**src/rtl/cr_iu_wb_ctrl.sv**
```systemverilog
// Writeback controller: owns the RF write port, tracks one outstanding load, raises EX stalls.
// Optional define CR_IU_WB_LOAD_FWD_EN forwards returning load data to EX in the return cycle.
module cr_iu_wb_ctrl #(
  parameter int XLEN   = 32,
  parameter int REG_AW = 5
) (
  input  logic              forever_cpuclk,
  input  logic              cpurst_b,
  input  logic              ex_wb_inst_vld,
  input  logic              ex_wb_src0_vld,
  input  logic              ex_wb_src1_vld,
  input  logic [REG_AW-1:0] ex_wb_src0_idx,
  input  logic [REG_AW-1:0] ex_wb_src1_idx,
  input  logic              ex_wb_dst_vld,
  input  logic [REG_AW-1:0] ex_wb_dst_idx,
  input  logic              ex_wb_lsu_sel,
  input  logic              ex_wb_lsu_issue,
  input  logic              ex_wb_alu_vld,
  input  logic [XLEN-1:0]   ex_wb_alu_data,
  input  logic              lsu_wb_data_vld,
  input  logic [XLEN-1:0]   lsu_wb_data,
  input  logic              lsu_wb_expt,
  output logic              wb_ctrl_stall,
  output logic              wb_rf_wen,
  output logic [REG_AW-1:0] wb_rf_widx,
  output logic [XLEN-1:0]   wb_rf_wdata,
  output logic              wb_fwd_vld,
  output logic [XLEN-1:0]   wb_fwd_data,
  output logic              wb_busy
);

`ifdef CR_IU_WB_LOAD_FWD_EN
  localparam bit LoadFwd = 1'b1;
`else
  localparam bit LoadFwd = 1'b0;
`endif

  typedef enum logic [1:0] {IDLE, PEND, WRBK} state_e;

  state_e            state_q, state_d;
  logic [REG_AW-1:0] pend_idx_q, pend_idx_d;
  logic [XLEN-1:0]   buf_q, buf_d;

  logic pend_nz, src_hit, dst_hit, ret_good, ret_flt, alu_wr;

  assign pend_nz  = pend_idx_q != '0;
  assign src_hit  = ex_wb_inst_vld && pend_nz &&
                    ((ex_wb_src0_vld && ex_wb_src0_idx == pend_idx_q) ||
                     (ex_wb_src1_vld && ex_wb_src1_idx == pend_idx_q));
  assign dst_hit  = ex_wb_inst_vld && pend_nz && ex_wb_dst_vld && ex_wb_dst_idx == pend_idx_q;
  assign ret_good = state_q == PEND && lsu_wb_data_vld && !lsu_wb_expt;
  assign ret_flt  = state_q == PEND && lsu_wb_data_vld && lsu_wb_expt;
  assign alu_wr   = ex_wb_alu_vld && ex_wb_dst_idx != '0;

  always_ff @(posedge forever_cpuclk) begin
    if (!cpurst_b) begin
      state_q    <= IDLE;
      pend_idx_q <= '0;
      buf_q      <= '0;
    end else begin
      state_q    <= state_d;
      pend_idx_q <= pend_idx_d;
      buf_q      <= buf_d;
    end
  end

  always_comb begin
    state_d       = state_q;
    pend_idx_d    = pend_idx_q;
    buf_d         = buf_q;
    wb_ctrl_stall = 1'b0;
    wb_rf_wen     = 1'b0;
    wb_rf_widx    = '0;
    wb_rf_wdata   = '0;
    if (alu_wr) begin
      wb_rf_wen   = 1'b1;
      wb_rf_widx  = ex_wb_dst_idx;
      wb_rf_wdata = ex_wb_alu_data;
    end
    case (state_q)
      IDLE: begin
        if (ex_wb_lsu_issue) begin
          state_d    = PEND;
          pend_idx_d = ex_wb_dst_idx;
        end
      end
      PEND: begin
        if (ret_flt) begin
          state_d = IDLE;
        end else if (ret_good) begin
          // Serialisation term dropped; source terms only drop when the data is forwarded.
          wb_ctrl_stall = dst_hit || (!LoadFwd && src_hit);
          if (ex_wb_alu_vld) begin
            buf_d   = lsu_wb_data;
            state_d = WRBK;
          end else begin
            state_d = IDLE;
            if (pend_nz) begin
              wb_rf_wen   = 1'b1;
              wb_rf_widx  = pend_idx_q;
              wb_rf_wdata = lsu_wb_data;
            end
          end
        end else begin
          wb_ctrl_stall = src_hit || dst_hit || (ex_wb_inst_vld && ex_wb_lsu_sel);
        end
        // A back-to-back load issued in the return cycle re-arms PEND.
        if (lsu_wb_data_vld && ex_wb_lsu_issue && !ex_wb_alu_vld) begin
          state_d    = PEND;
          pend_idx_d = ex_wb_dst_idx;
        end
      end
      WRBK: begin
        wb_ctrl_stall = ex_wb_inst_vld;
        wb_rf_wen     = pend_nz;
        wb_rf_widx    = pend_nz ? pend_idx_q : '0;
        wb_rf_wdata   = pend_nz ? buf_q : '0;
        state_d       = IDLE;
      end
      default: state_d = IDLE;
    endcase
  end

  assign wb_fwd_vld  = LoadFwd && ret_good && pend_nz;
  assign wb_fwd_data = wb_fwd_vld ? lsu_wb_data : '0;
  assign wb_busy     = state_q != IDLE;

endmodule

```
**config.mk**
```make
export PLATFORM = sky130hd
export DESIGN_NAME = cr_iu_wb_ctrl
export DESIGN_NICKNAME = d
export VERILOG_FILES = /design/src/rtl/cr_iu_wb_ctrl.sv
export SDC_FILE = /design/constraint.sdc
export NUM_CORES = 1
export LEC_CHECK = 0
export CELL_PAD_IN_SITES_DETAIL_PLACEMENT = 1
export CELL_PAD_IN_SITES_GLOBAL_PLACEMENT = 2
export CORE_ASPECT_RATIO = 0.6
export CORE_MARGIN = 5
export CORE_UTILIZATION = 22
export DETAILED_ROUTE_END_ITERATION = 6
export GPL_ROUTABILITY_DRIVEN = 0
export GPL_TIMING_DRIVEN = 0
export PLACE_DENSITY_LB_ADDON = 0.12
export RECOVER_POWER = 25
export SLEW_MARGIN = 25
export SYNTH_ARGS = -nofsm -noshare
export SYNTH_HDL_FRONTEND = slang
export SYNTH_SLANG_ARGS = --single-unit
```
**constraint.sdc**
```tcl
create_clock -name forever_cpuclk -period 4.9 [get_ports forever_cpuclk]
set_input_delay 0.98 -clock forever_cpuclk [delete_from_list [all_inputs] [get_ports forever_cpuclk]]
set_output_delay 0.98 -clock forever_cpuclk [all_outputs]
set_load 0.02 [all_outputs]
```
# ---- After elaboration in Yosys (flattened, before gate mapping)
# Index checks and enable logic that the tools add are counted.
dict set report op_classes {
  div_mod_pow 0
  shift 0
  reduce_logical 26
  magnitude_cmp 0
  eq_ne 8
  bitwise_logic 1
  addsub 0
  n_mul 0
  n_mux 32
}
# op count
set ops {}
lappend ops {{$mux 32} 6}
lappend ops {{$pmux 32 s2} 1}
lappend ops {{$mux 5} 8}
lappend ops {{$pmux 5 s2} 2}
lappend ops {{$eq 5x5->1} 3}
lappend ops {{$logic_and 1x1->1} 13}
lappend ops {{$mux 2} 5}
lappend ops {{$reduce_bool 5->1} 2}
lappend ops {{$mux 1} 7}
lappend ops {{$ne 4x3->1 const B} 1}
lappend ops {{$pmux 1 s2} 2}
lappend ops {{$pmux 2 s2} 1}
lappend ops {{$reduce_and 4->1} 1}
lappend ops {{$reduce_bool 2->1} 2}
lappend ops {{$logic_or 1x1->1} 3}
lappend ops {{$reduce_and 3->1} 1}
lappend ops {{$eq 2x1->1 const B} 1}
lappend ops {{$eq 2x2->1 const B} 1}
lappend ops {{$logic_not 1->1} 2}
lappend ops {{$logic_not 2->1} 1}
lappend ops {{$ne 2x1->1 const B} 1}
lappend ops {{$ne 2x2->1 const B} 1}
lappend ops {{$reduce_and 2->1} 1}
lappend ops {{$not 1->1} 1}
dict set report word_totals {
  mem_bits_ro 0
  elab_cells 70
  memories 0
  ff_bits 39
  latchBits 0
  ram_bits 0
  inputBits 90
}

# ---- Logic depth before layout (Yosys ltp)
# Gate-level depths: netlist of the first run.
dict set report logic_depth {
  depth_word 9
  ltp_mapped 9
  depth_no_buf 7
}

# ---- Worst setup path before layout of the first run
# Ideal clock, no wire load.
dict set report synth_path {
  path_kind {input -> output}
  start {in ex_wb_dst_idx[2]}
  end {out wb_rf_wdata[0]}
  arrival_time_ps 2220
  path_slack_ps 1700
  stages 5
  path_cell_list {or4_1 o21a_1 buf_6 buf_6 a22o_1}
}
dict set report synth_between {
  elab_chain_cells 8
}
# item line_no
set synth_rtl {}
lappend synth_rtl {{from (decl)} 15} ;# input logic [REG_AW-1:0] ex_wb_dst_idx,
lappend synth_rtl {{$reduce_bool 5->1 *} 53} ;# assign alu_wr = ex_wb_alu_vld && ex_wb_dst_idx != '0;
lappend synth_rtl {{$logic_and 1x1->1 *} 53}
lappend synth_rtl {{$mux 32 *} 75} ;# if (alu_wr) begin
lappend synth_rtl {{$mux 32} 98} ;# if (pend_nz) begin
lappend synth_rtl {{$mux 32} 93} ;# if (ex_wb_alu_vld) begin
lappend synth_rtl {{$mux 32} 90} ;# end else if (ret_good) begin
lappend synth_rtl {{$mux 32} 88} ;# if (ret_flt) begin
lappend synth_rtl {{$pmux 32 s2 *} 80} ;# case (state_q)
lappend synth_rtl {{to (decl)} 26} ;# output logic [XLEN-1:0] wb_rf_wdata,
# Every way passes the cells marked *; elsewhere a longest branch is shown, timed or not.

# ---- Final worst setup path of the first run
dict set report layout_path {
  start {in lsu_wb_data_vld}
  end {out wb_rf_wdata[2]}
}
dict set report layout_between {
  elab_chain_cells 5
}
# item line_no
set layout_rtl {}
lappend layout_rtl {{from (decl)} 20} ;# input logic lsu_wb_data_vld,
lappend layout_rtl {{$logic_and 1x1->1 *} {51, 52}}
lappend layout_rtl {{$logic_and 1x1->1} 51} ;# assign ret_good = state_q == PEND && lsu_wb_data_vld && !lsu_wb_expt;
lappend layout_rtl {{$mux 32} 90}
lappend layout_rtl {{$mux 32 *} 88}
lappend layout_rtl {{$pmux 32 s2 *} 80}
# Marked as above.

==> results.yml, run 1 <==
floorplan:
  initial_core_util_pct: 22.21
  io_pins: 163
  row_count: 32
  fp.dieW_um: 156.1
  die_h_um: 97.68
  die_area_mm2: 0.01525
  core_area_mm2: 0.01269
clocking:
  cts_sinks: 39
  cts_setup_buffers: 0
  cts_tree: "done"
  cts.path.max_buffers: 2
  clk_latency_ns: 0.28
  cts_buffers: 5
  cts_root_buf: "clkbuf_16"
  cts_resized: 0
  clkSlewWorstSetupHoldPaths_ns: 0.06
  htree_levels: 2
  cts_hold_buf: 0
power:
  totalPowerFinal_mw: 1.129
  clkPwrFrac_pct: 32.9
  swShare_pct: 31.39
  power_frac_seq_pct: 29.5
  ir_drop_uv: 138.8
  comb_power_share_pct: 37.6
  p_sw_uw: 354.3
  p_per_area_mw_per_mm2: 246.0
  leakagePower_nw: 1.825
  intPower_uw: 774.5
outcome:
  outcome: "complete, no violations"
grt:
  grt_pass1_vias: 3242
  grt_pass1_wl_um: 17780
  antenna_found_initial: 0
  grt_max_degree: 12
  grt_overflow_total: 0
  track_usage_pct: 14.79
yosys:
  yosysSeqAreaShare_pct: 27.70
  synthArstFlopShare_pct: 0
  netlist_area_mm2: 0.002819
  ys_seq_elements: 39
  synthAdderAreaFrac_pct: 1.332
  yosysWarnings: 0
  synth_area_leaders: "dfxtp_1 (28%), a22o_1 (18%), nand2_1 (9.9%)"
  synth-edff-count: 0
  yosys.area_share.simple_pct: 15.80
  synth_largest_area_cell: "dfxtp_1"
  synth_xor_xnor_area_share_pct: 4.660
  synth-compound-area-share_pct: 32.67
  synth_top_family_by_area: "compound AO/OA/AOI/OAI gates"
  avgSynthCellArea_um2: 8.100
  synth_cells: 348
  netlist.area_leader.share_pct: 27.70
  synthMuxAreaShare_pct: 1.775
  ys.flop_type: "dfxtp_1"
  synth_cell_types: 35
final_layout:
  area_growth_pct: 62.76
  diodes: 0
  drive_above_1_share_pct: 10.49
  fillers: 1508
  postLayoutCellArea_mm2: 0.004588
  fin_nets: 608
critical_path:
  path_buf_inv: 3
  path_delay_family: "buffers and inverters"
  crit_arrival_ns: 3.61
  path_cells: "clkdlybuf4s50_1 -> nand3b_1 -> nor2_1 -> and2_1 -> buf_2 -> a22o_1 -> a22o_1 -> clkdlybuf4s50_1"
  critical_path_peak_fanout: 10
  end_kind: "output pin"
  cpPeakStageDelay_ns: 0.62
  worstPathRequired_ns: 3.92
  critPathLaunchType: "input port"
  crit_path_top_delay_cell: "clkdlybuf4s50_1"
  worstSetupPathType: "input port to output pin"
route:
  routed.top_layer: "met4"
  routed-via-count: 2983
  dr_wl_met2_um: 4891
  dr.pass1.iters: 4
  drt-initial-drc-count: 86
  routed_wl_um: 11520
  drt-met1-wl_um: 5720
  wl_met3_um: 856
  final_antenna_net_count: 0
  wl_per_cell_um: 16.82
  viasPerCell: 4.355
  drc: 0
timing:
  rsz0062_at_grt: "no"
  finalCritPeriodShare_pct: 93.74
  fin_skew_ns: 0.004950
  hold_viol: 0
  clock.fmax_mhz: 217.7
  min_period_ns: 4.593
  report.final.slew_viol_count: 0
  worst_slack_ns: 0.3068
  finalSetupTns_ns: 0
  setup_violations: 0
  worst_slew_pin_slew_ns: 0.6458
  slew_headroom_pct: 56.94
flow_run:
  max_cap_violations: 0
place:
  dp_worst_setup_slack_ns: 0.3306
  dp_hpwl_um: 9075
  place_area_mm2: 0.004433
  portBuffers: 128
min_path:
  min_path_type: "register to register"
## worst min-delay path: stages, from the launching register on
cell and delay (ns):
dfxtp_1 0.30, nand2_1 0.05, a21boi_1 0.05
## Yosys cell counts, types with 3 or more instances
library cell / number
buf_4: 35
and2_1: 4
xor2_1: 12
buf_6: 6
nor4_1: 3
o21ai_0: 9
buf_2: 8
mux2i_1: 5
nand2_1: 74
inv_1: 5
a21boi_0: 22
dfxtp_1: 39
a21boi_1: 12
a22oi_1: 4
xnor2_1: 3
ha_1: 3
a22o_1: 59
and3_1: 3
a21oi_1: 4
nor2b_1: 5
clkbuf_1: 15
## final cells by class
| type | count | area [um^2] | share of cell area, % |
|---|---|---|---|
| sequential | 39 | 780.7 | 17.02 |
| clock inverter | 1 | 30.03 | 0.6545 |
| inverter | 6 | 22.52 | 0.4909 |
| clock buffer | 6 | 128.9 | 2.809 |
| timing repair buffer | 128 | 1281 | 27.92 |
| buffer | 64 | 422.9 | 9.217 |
| tap | 170 | 212.7 | 4.636 |
| multi-input combinational | 271 | 1709 | 37.25 |
## cells by family (layout without fill, tap and decap cells)
group                      count (synthesis)  after routing
and+or+nand+nor                           98             98
AOI/OAI and AO/OA                        117            117
adders and majority gates                  3              3
DFF                                       39             39
buffers and inverters                     70            205
muxes                                      5              5
xor gates and xnor gates                  15             15
other                                      1             33
## path summary, 6_finish.rpt
check             cells after the start             end  slack [ns]            start
setup reg to reg                      9        buf_q[4]        2.45       state_q[1]
hold / removal                        2       buf_q[22]        0.45        buf_q[22]
hold reg to reg                       2       buf_q[22]        0.45        buf_q[22]
setup / recovery                      8  wb_rf_wdata[2]        0.31  lsu_wb_data_vld
## power groups by stage
stage / logic (mW) / registers, mW / clock network [mW]
floorplan: 0.232 / 0.339 / 0
global placement: 0.426 / 0.339 / 0
detailed placement: 0.427 / 0.340 / 0
CTS: 0.430 / 0.333 / 0.382
global route: 0.458 / 0.334 / 0.397
finish: 0.424 / 0.333 / 0.372
## registers in the layout (all words and copies together) (netlist names)
name        count
buf_q          32
pend_idx_q      5
state_q         2
## routing by layer
metal / vias up / GRT usage (%)
li1: 1490 / -
met1: 1403 / 20.42
met2: 85 / 22.92
met3: 5 / 4.673
met4: 0 / 2.400
met5: - / 0
## cell usage in the layout (no fill, tap or decap), drive strengths merged
cell type      synthesis  final
a21boi                34     34
a21oi                  4      4
a22o                  59     59
a22oi                  4      4
a2bb2oi                2      2
and2                   4      4
and3                   3      3
buf                   49     46
bufinv                 0      1
clkbuf                15     24
clkdlybuf4s50          0    127
conb                   1     33
dfxtp                 39     39
dlygate4sd3            0      1
ha                     3      3
inv                    6      6
mux2i                  5      5
nand2                 74     74
nand2b                 1      1
nand3b                 2      2
nand4b                 1      1
nor2                   2      2
nor2b                  5      5
nor3b                  1      1
nor4                   4      4
o211ai                 1      1
o21a                   2      2
o21ai                  9      9
o22ai                  1      1
o31ai                  1      1
or4                    1      1
xnor2                  3      3
xor2                  12     12
## per-stage QoR
stage               util (%)  hold WS [ns]  std cells
floorplan                  -        0.4305        380
global placement       34.93        0.4384        678
detailed placement     34.93        0.4436        678
CTS                    36.18        0.4510        685
global route           36.15        0.4797        685
finish                 36.15        0.4467        685
(Power assumes the default switching activity.)
==> inputs of run 2 (changes only) <==
--- a/config.mk
+++ b/config.mk
@@ -11,7 +11,6 @@
 export CORE_MARGIN = 5
 export CORE_UTILIZATION = 22
 export DETAILED_ROUTE_END_ITERATION = 6
-export GPL_ROUTABILITY_DRIVEN = 0
 export GPL_TIMING_DRIVEN = 0
 export PLACE_DENSITY_LB_ADDON = 0.12
 export RECOVER_POWER = 25
==> results of run 2 <==
Same layout as run 1: the final DEF is identical, and so are final timing and power.
==> inputs of run 3 (changes only) <==
--- a/config.mk
+++ b/config.mk
@@ -5,6 +5,7 @@
 export SDC_FILE = /design/constraint.sdc
 export NUM_CORES = 1
 export LEC_CHECK = 0
+export CAP_MARGIN = 20
 export CELL_PAD_IN_SITES_DETAIL_PLACEMENT = 1
 export CELL_PAD_IN_SITES_GLOBAL_PLACEMENT = 2
 export CORE_ASPECT_RATIO = 0.6
==> results of run 3 <==
Same layout as run 1: the final DEF is identical, and so are final timing and power.
